### src/rtl/pixel_tile_controller.sv
`default_nettype none
// ============================================================================
// Module   : pixel_tile_controller
// Brief    : SRAM pixel mover. Writes a burst of 8-bit pixels back to SRAM,
//            then fetches a 2-D RGB tile with a programmable row pitch and
//            stores grayscale or raw pixels in a local window buffer.
// Revision : 1.0  initial release
// ============================================================================
module pixel_tile_controller #(
    parameter int ADDR_W    = 16,
    parameter int PIX_W     = 24,
    parameter int GRAY_W    = 8,
    parameter int NUM_BUF   = 20,
    parameter int SRAM_WAIT = 1
) (
    input  logic                         clk,
    input  logic                         n_rst,
    input  logic                         start,
    input  logic                         gray_mode,
    input  logic [ADDR_W-1:0]            wr_base,
    input  logic [$clog2(NUM_BUF+1)-1:0] num_wr,
    input  logic [NUM_BUF*GRAY_W-1:0]    data_in,
    input  logic [ADDR_W-1:0]            rd_base,
    input  logic [7:0]                   num_rows,
    input  logic [7:0]                   num_cols,
    input  logic [ADDR_W-1:0]            pitch,
    output logic [NUM_BUF*GRAY_W-1:0]    data_out,
    output logic                         read_now,
    output logic [$clog2(NUM_BUF)-1:0]   rd_idx,
    output logic                         busy,
    output logic                         done,
    output logic                         err,
    output logic [ADDR_W-1:0]            address,
    output logic [PIX_W-1:0]             w_data,
    input  logic [PIX_W-1:0]             r_data,
    output logic                         read_enable,
    output logic                         write_enable
);

    localparam int c_CNT_W  = $clog2(NUM_BUF+1);
    localparam int c_IDX_W  = $clog2(NUM_BUF);
    localparam int c_WAIT_W = (SRAM_WAIT > 0) ? $clog2(SRAM_WAIT+1) : 1;
    localparam logic [c_WAIT_W-1:0] c_WAIT_LAST = c_WAIT_W'(SRAM_WAIT);

    typedef enum logic [1:0] {
        S_IDLE = 2'd0,
        S_WR   = 2'd1,
        S_RD   = 2'd2,
        S_DONE = 2'd3
    } state_t;

    state_t                r_state;
    logic [c_WAIT_W-1:0]   r_wait;
    logic [c_CNT_W-1:0]    r_k;
    logic [c_CNT_W-1:0]    r_n;
    logic [c_CNT_W-1:0]    r_wr_cnt;
    logic [c_CNT_W-1:0]    r_rd_cnt;
    logic [7:0]            r_col;
    logic [7:0]            r_cols;
    logic [ADDR_W-1:0]     r_wr_base;
    logic [ADDR_W-1:0]     r_rd_base;
    logic [ADDR_W-1:0]     r_pitch;
    logic [ADDR_W-1:0]     r_row_start;
    logic                  r_gray;
    logic [GRAY_W-1:0]     r_wbuf [NUM_BUF];
    logic [GRAY_W-1:0]     r_buf  [NUM_BUF];

    logic [15:0]           w_total;
    logic [c_CNT_W-1:0]    w_wr_cnt;
    logic [c_CNT_W-1:0]    w_rd_cnt;
    logic [c_CNT_W-1:0]    w_k_next;
    logic [c_CNT_W-1:0]    w_n_next;
    logic [7:0]            w_col_next;
    logic [GRAY_W+1:0]     w_sum;
    logic [GRAY_W-1:0]     w_pix;
    logic                  w_last;

    // Tile size, clamped counts and next-pixel indices
    assign w_total    = {8'd0, num_rows} * {8'd0, num_cols};
    assign w_wr_cnt   = (num_wr > c_CNT_W'(NUM_BUF)) ? c_CNT_W'(NUM_BUF) : num_wr;
    assign w_rd_cnt   = (w_total > 16'(NUM_BUF)) ? c_CNT_W'(NUM_BUF) : c_CNT_W'(w_total);
    assign w_k_next   = r_k + c_CNT_W'(1);
    assign w_n_next   = r_n + c_CNT_W'(1);
    assign w_col_next = r_col + 8'd1;
    assign w_last     = (r_wait == c_WAIT_LAST);

    // Luma approximation (R + 2G + B) / 4, carried two bits wide to avoid overflow
    assign w_sum = {2'b00, r_data[3*GRAY_W-1 -: GRAY_W]}
                 + {1'b0, r_data[2*GRAY_W-1 -: GRAY_W], 1'b0}
                 + {2'b00, r_data[GRAY_W-1:0]};
    assign w_pix = r_gray ? w_sum[GRAY_W+1:2] : r_data[GRAY_W-1:0];

    // Flatten the window buffer onto the output bus
    for (genvar g = 0; g < NUM_BUF; g++) begin : g_dout
        assign data_out[g*GRAY_W +: GRAY_W] = r_buf[g];
    end

    // Transaction sequencer: all SRAM strobes and status outputs are registered
    always_ff @(posedge clk or negedge n_rst) begin
        if (!n_rst) begin
            r_state      <= S_IDLE;
            r_wait       <= '0;
            r_k          <= '0;
            r_n          <= '0;
            r_wr_cnt     <= '0;
            r_rd_cnt     <= '0;
            r_col        <= '0;
            r_cols       <= '0;
            r_wr_base    <= '0;
            r_rd_base    <= '0;
            r_pitch      <= '0;
            r_row_start  <= '0;
            r_gray       <= 1'b0;
            read_now     <= 1'b0;
            rd_idx       <= '0;
            busy         <= 1'b0;
            done         <= 1'b0;
            err          <= 1'b0;
            address      <= '0;
            w_data       <= '0;
            read_enable  <= 1'b0;
            write_enable <= 1'b0;
            for (int i = 0; i < NUM_BUF; i++) begin
                r_wbuf[i] <= '0;
                r_buf[i]  <= '0;
            end
        end else begin
            read_now <= 1'b0;
            done     <= 1'b0;
            case (r_state)
                S_IDLE: begin
                    if (start) begin
                        r_gray    <= gray_mode;
                        r_wr_base <= wr_base;
                        r_wr_cnt  <= w_wr_cnt;
                        r_rd_base <= rd_base;
                        r_cols    <= num_cols;
                        r_pitch   <= pitch;
                        r_rd_cnt  <= w_rd_cnt;
                        err       <= (w_total > 16'(NUM_BUF));
                        busy      <= 1'b1;
                        r_k       <= '0;
                        r_wait    <= '0;
                        for (int i = 0; i < NUM_BUF; i++) begin
                            r_wbuf[i] <= data_in[i*GRAY_W +: GRAY_W];
                        end
                        if (w_wr_cnt != '0) begin
                            r_state      <= S_WR;
                            write_enable <= 1'b1;
                            address      <= wr_base;
                            w_data       <= {3{data_in[GRAY_W-1:0]}};
                        end else if (w_rd_cnt != '0) begin
                            r_state     <= S_RD;
                            read_enable <= 1'b1;
                            address     <= rd_base;
                            r_row_start <= rd_base;
                            r_col       <= '0;
                            r_n         <= '0;
                        end else begin
                            r_state <= S_DONE;
                            done    <= 1'b1;
                        end
                    end
                end
                S_WR: begin
                    if (w_last) begin
                        r_wait <= '0;
                        if (w_k_next < r_wr_cnt) begin
                            r_k     <= w_k_next;
                            address <= r_wr_base + ADDR_W'(w_k_next);
                            w_data  <= {3{r_wbuf[c_IDX_W'(w_k_next)]}};
                        end else begin
                            write_enable <= 1'b0;
                            w_data       <= '0;
                            if (r_rd_cnt != '0) begin
                                r_state     <= S_RD;
                                read_enable <= 1'b1;
                                address     <= r_rd_base;
                                r_row_start <= r_rd_base;
                                r_col       <= '0;
                                r_n         <= '0;
                            end else begin
                                r_state <= S_DONE;
                                address <= '0;
                                done    <= 1'b1;
                            end
                        end
                    end else begin
                        r_wait <= r_wait + c_WAIT_W'(1);
                    end
                end
                S_RD: begin
                    if (w_last) begin
                        r_wait                 <= '0;
                        r_buf[c_IDX_W'(r_n)]   <= w_pix;
                        read_now               <= 1'b1;
                        rd_idx                 <= c_IDX_W'(r_n);
                        if (w_n_next < r_rd_cnt) begin
                            r_n <= w_n_next;
                            if (w_col_next < r_cols) begin
                                r_col   <= w_col_next;
                                address <= r_row_start + ADDR_W'(w_col_next);
                            end else begin
                                r_col       <= '0;
                                r_row_start <= r_row_start + r_pitch;
                                address     <= r_row_start + r_pitch;
                            end
                        end else begin
                            r_state     <= S_DONE;
                            read_enable <= 1'b0;
                            address     <= '0;
                            done        <= 1'b1;
                        end
                    end else begin
                        r_wait <= r_wait + c_WAIT_W'(1);
                    end
                end
                S_DONE: begin
                    r_state <= S_IDLE;
                    busy    <= 1'b0;
                end
                default: begin
                    r_state <= S_IDLE;
                end
            endcase
        end
    end

endmodule
`default_nettype wire

### config.mk
export PLATFORM = sky130hd
export DESIGN_NAME = pixel_tile_controller
export DESIGN_NICKNAME = d
export VERILOG_FILES = /design/src/rtl/pixel_tile_controller.sv
export SDC_FILE = /design/constraint.sdc
export NUM_CORES = 1
export LEC_CHECK = 0
export CELL_PAD_IN_SITES_DETAIL_PLACEMENT = 1
export CELL_PAD_IN_SITES_GLOBAL_PLACEMENT = 2
export CORE_ASPECT_RATIO = 1.75
export CORE_MARGIN = 4
export CORE_UTILIZATION = 34
export CTS_CLUSTER_SIZE = 28
export DETAILED_ROUTE_END_ITERATION = 16
export PLACE_DENSITY = 0.88
export SYNTH_ARGS = -nofsm -noshare
export SYNTH_HDL_FRONTEND = slang
export SYNTH_SLANG_ARGS = --single-unit
### constraint.sdc
create_clock -name clk -period 10.4 [get_ports clk]
set_input_delay 3.12 -clock clk [delete_from_list [all_inputs] [get_ports clk]]
set_output_delay 3.12 -clock clk [all_outputs]
set_load 0.05 [all_outputs]
## Word-level counts from Yosys, hierarchy flattened

Cells that the tools add are included.

| word-level totals | value |
|---|---|
| output and inout port bits | 211 |
| input bits | 257 |
| flip-flop bits (word level) | 475 |

| cells by class | value |
|---|---|
| eq/ne operators | 16 |
| multiply operators | 1 |
| reduce and logical (&&, ||, !) cells | 22 |
| multiplexer cells | 95 |
| bitwise operators | 2 |
| add/subtract/negate cells | 9 |
| $lt $le $gt $ge | 8 |

Operators with widths:

| kind | number |
|---|---|
| 16-bit two-way mux | 17 |
| 160-bit bitwise mux | 1 |
| 8-bit two-way mux | 13 |
| 24-bit two-way mux | 4 |
| 16-bit one-hot mux with 3 select lines | 2 |
| 5-bit two-way mux | 13 |
| 24-bit one-hot mux with 2 select lines | 1 |
| 8-bit binary-select mux with 5-bit select | 1 |
| 8-bit demux with 5-bit select | 1 |
| 1-bit two-way mux | 27 |
| 2-bit != test, second input constant | 12 |
| 8-bit one-hot mux with 3 select lines | 1 |
| 9-bit AND reduction | 2 |
| 16-bit adder | 1 |
| 16-bit by 5-bit adder with 16-bit output | 1 |
| 16-bit by 8-bit adder with 16-bit output | 1 |
| 16-bit by 5-bit > comparator with 1-bit output, second input constant | 1 |
| 8-bit by 8-bit multiplier with 16-bit output | 1 |
| 5-bit one-hot mux with 3 select lines | 1 |
| 5-bit AND reduction | 3 |
| 5-bit nonzero test | 3 |
| 6-bit >= comparator, second input constant | 2 |
| 2-bit two-way mux | 6 |
| 5-bit NOT with 6-bit output | 2 |
| 24 further kinds | 36 |

## Depth between registers and ports, before layout

| depth | value |
|---|---|
| word-level depth | 8 |
| depth in mapped cells | 21 |

## Least setup slack after synthesis

Ideal clock, no wire load.

| path | value |
|---|---|
| kind | input to register |
| start point | input num_cols[7] |
| end point | register address[11] |
| setup time | 0.128 ns |
| path slack | 2.386 ns |
| cell stages on the path | 18 |
| path buffers | 1 |
| arrival | 7.887 ns |
| cells stage by stage | nand2_1 -> fa_1 -> fa_1 -> inv_1 -> fa_1 -> inv_1 -> fa_1 -> inv_1 -> ha_1 -> a21o_1 -> a221oi_2 -> xnor2_1 -> nand4_1 -> nor4_2 -> nand2_2 -> o31ai_4 -> buf_4 -> mux2_1 |

| between the ends | value |
|---|---|
| word-level cells in the longest chain between the ends | 6 |

RTL lines:

| element | line | text |
|---|---|---|
| start: declaration | 25 | `input logic [7:0] num_cols,` |
| 8-bit by 8-bit multiplier with 16-bit output | 79 | `assign w_total = {8'd0, num_rows} * {8'd0, num_cols};` |
| 16-bit by 5-bit > comparator with 1-bit output | 81 | `assign w_rd_cnt = (w_total > 16'(NUM_BUF)) ? c_CNT_W'(NUM_BUF) : c_CNT_W'(w_total);` |
| 5-bit two-way mux | 81 |  |
| 5-bit nonzero test | 152 | `end else if (w_rd_cnt != '0) begin` |
| 3-bit != test (no line) | - |  |
| 5-bit AND reduction (no line) | - |  |
| end signal: assignment | 150 | `address <= wr_base;` |
| end signal: assignment | 155 | `address <= rd_base;` |
| end signal: assignment | 170 | `address <= r_wr_base + ADDR_W'(w_k_next);` |
| end: declaration | 33 | `output logic [ADDR_W-1:0] address,` |

No other way between the ends.
A chain may end at the register's enable or synchronous reset.

## Final worst setup path

| path | value |
|---|---|
| start point | input num_cols[6] |
| end point | register address[11] |

Same word-level chain as after synthesis.

==> out/qor.csv <==
metric,value,unit
status,finished clean,
CTS tree,built,
worst-case headroom to the max-slew limit,15.0,%
placed wire-length estimate,67600,µm
GPL Wtd Cong,0.859,
max-cap viol count,0,
Cells after Synth,2692,
"Area growth, synth to finish",29.3,%
Hold Crit Depth,2,
largest net degree at the start of global routing,165,
met3 WL,5530,µm
GRT Resource Usage Total,22.8,%
DR iter-0 viols,963,
Worst setup SP type,input pin,
initial antenna violation count,14,
Synth cell types,74,
GRT overflow,0,
# resized after CTS,0,
flop-to-flop setup slack,5.45,ns
final setup TNS,0,ns
CP endpoint kind,flip-flop,
Final Hold Viols,0,
Mapped Avg Cell Area,9.09,µm²
R2R Path End,r_row_start[13]$_DFFE_PN0P_,
most common library cell in the layout ignoring fill and taps,nand2_1,
pre-CTS setup slack,1.10,ns
Async SR Flop Fraction,100,%
CTS Sinks,459,
DR vias/cell,5.20,
IO Pins,468,
Yosys reg bits,459,
Final Max Slew Viols,0,
Num CTS Buffers,47,
hold_buf cts,0,
row cnt,129,
Worst R2R Start,r_k[0]$_DFFE_PN0P_,
Root Buffer,clkbuf_16,
cell count of the worst reg-to-reg path,13,
Routed WL,89300,µm
first drt pass iteration count,5,
I/O Buffers,467,
Peak supply drop,0.000113,V
number of global-route vias before repair,23249,
CP arrival,9.17,ns
final period utilization,83.7,%
final setup skew,0.0359,ns
WP data required,10.87,ns
Worst-Margin Slew,1.26,ns
Die Height,363,µm
number of synthesized flops with an enable pin,0,
crit path max fanout,29,
hold wc startpoint,r_wbuf[99]$_DFFE_PN0P_,
die width,211,µm
DIE AREA,0.0765,mm²
top post-synthesis cells by area,"dfrtp_1 (47%), nand2_1 (14%), o21ai_0 (5.3%)",
most frequent cells in the layout,"nand2_1 (940), clkdlybuf4s50_1 (466), dfrtp_1 (458)",
Hold Path Class,flip-flop to flip-flop,
final worst setup slack,1.70,ns
met1 WL,33300,µm
syn_nets,3092,
synth warn,0,
global-route wire length before repair,137000,µm
Final #Nets,3482,
clock slew at reported path FFs,0.06,ns
vias after detailed routing,21047,
mapped cell area,0.0245,mm²
RSZ-0062 raised after global routing,no,
Final Setup Violations,0,
Synth area leader,dfrtp_1,
top layer in use,met5,
Synth Flop Type,dfrtp_1,
Max clock buf depth,3,
P_leak,15.1,nW
"Seq/Total Area, Yosys",46.9,%
setup bufs post-CTS,0,
crit path kind,input pin to flip-flop,
share of cells above drive strength 1,6.47,%
Worst-Skew Late Latency,0.62,ns
DR WL/cell,22.1,µm
Synth top area share,46.9,%
residual DRC count,0,
H-tree depth,2,
WL met2,45700,µm
core box area,0.0710,mm²
Peak Freq,115,MHz
Worst Hold End,r_wbuf[99]$_DFFE_PN0P_,
Power Dens Cells,197,mW/mm²
ANT nets after route,0,
Tmin final,8.70,ns
Starting Density,34.5,%
==> how the worst max path moves through the flow <==
| stage | to | cells past startpoint | startpoint |
|---|---|---|---|
| after floorplan | address[11]$_DFFE_PN0P_ | 18 | num_cols[7] |
| after global placement | address[7]$_DFFE_PN0P_ | 19 | num_cols[7] |
| after detailed placement | address[13]$_DFFE_PN0P_ | 19 | num_cols[6] |
| after CTS | address[11]$_DFFE_PN0P_ | 19 | num_cols[6] |
| after global routing | address[11]$_DFFE_PN0P_ | 19 | num_rows[0] |
| final | address[11]$_DFFE_PN0P_ | 19 | num_cols[6] |
==> cells in the mapped netlist (6+ instances only) <==
cell,number
nand2_1,941
dfrtp_1,459
o21ai_0,259
clkbuf_1,122
ha_1,96
inv_1,93
nor2_1,83
a21oi_1,76
and2_1,54
mux4_2,48
fa_1,47
xnor2_1,34
nand3_1,33
nor3_1,25
and3_1,20
xor2_1,20
a21o_1,18
buf_4,18
mux2i_1,18
a211oi_1,14
a221oi_1,13
o31ai_1,13
a31oi_1,12
a22oi_1,10
nand2b_1,10
nor3b_1,10
buf_2,8
o211ai_1,8
o21a_1,8
o21ai_2,8
mux2_2,7
o22ai_1,7
nor4_1,6
o21bai_1,6
or3_1,6
==> per-stage QoR <==
| step | hold WS (ns) | utilization [%] | std cells | instance area, µm² | total power (W) |
|---|---|---|---|---|---|
| global route | 0.493 | 44.5 | 4038 | 31600 | 0.00651 |
| detailed placement | 0.461 | 42.2 | 3950 | 30000 | 0.00442 |
| global placement | 0.453 | 42.2 | 3950 | 30000 | 0.00435 |
| CTS | 0.476 | 44.5 | 4038 | 31600 | 0.00629 |
| finish | 0.469 | 44.6 | 4044 | 31600 | 0.00622 |
| floorplan | 0.433 | - | 2692 | 24500 | 0.00350 |
==> registers in the layout, summed over array words and instances, names as in the netlist, 2 cells and up <==
register and flops:
r_rd_cnt 5, r_wr_cnt 5, r_col 8, r_n 5, r_cols 8, r_wbuf 160
r_wr_base 16, r_k 5, r_pitch 16, r_state 2, w_data 8, address 16
r_rd_base 16, rd_idx 5, r_row_start 16, data_out 160
==> final cells by class <==
cell class | instances | area (µm²)
Tap cell | 917 | 1150
Antenna cell | 6 | 15.0
Sequential cell | 459 | 11500
Multi-Input combinational cell | 1984 | 12000
Fill cell | 8155 | 39400
Clock buffer | 59 | 1290
Timing Repair Buffer | 496 | 4950
Clock inverter | 29 | 362
Inverter | 94 | 353
==> cell families after synthesis <==
kind of cell	share of synthesized area, %
AO/OA/AOI/OAI	12.1
XOR/XNOR	2.00
adder cells (fa/ha/maj)	8.75
buffers and inverters	4.17
flip-flops	46.9
multiplexers	5.61
AND/OR/NAND/NOR	20.4
==> routing by layer <==
metal	up-vias	track usage, %
met5	-	0
met4	14	10.1
met3	182	5.22
met2	706	41.4
met1	10373	25.4
li1	9772	-
==> worst max-delay path, stage by stage <==
cell	delay, ns
clkdlybuf4s50_1	0.65
nand2_1	0.12
fa_1	0.51
fa_1	0.55
inv_1	0.06
fa_1	0.52
inv_1	0.05
fa_1	0.52
inv_1	0.04
ha_1	0.39
a21o_1	0.29
a221oi_2	0.38
xnor2_1	0.16
nand4_1	0.15
nor4_2	0.45
nand2_2	0.23
o31ai_4	0.34
buf_12	0.24
mux2_1	0.35
==> power by group <==
part	switching [W]	internal, W	total [W]
Combinational	0.00148	0.000737	0.00222
Sequential	0.000142	0.00201	0.00216
Clock	0.000784	0.00106	0.00185
Power figures use the tool's default switching activity.
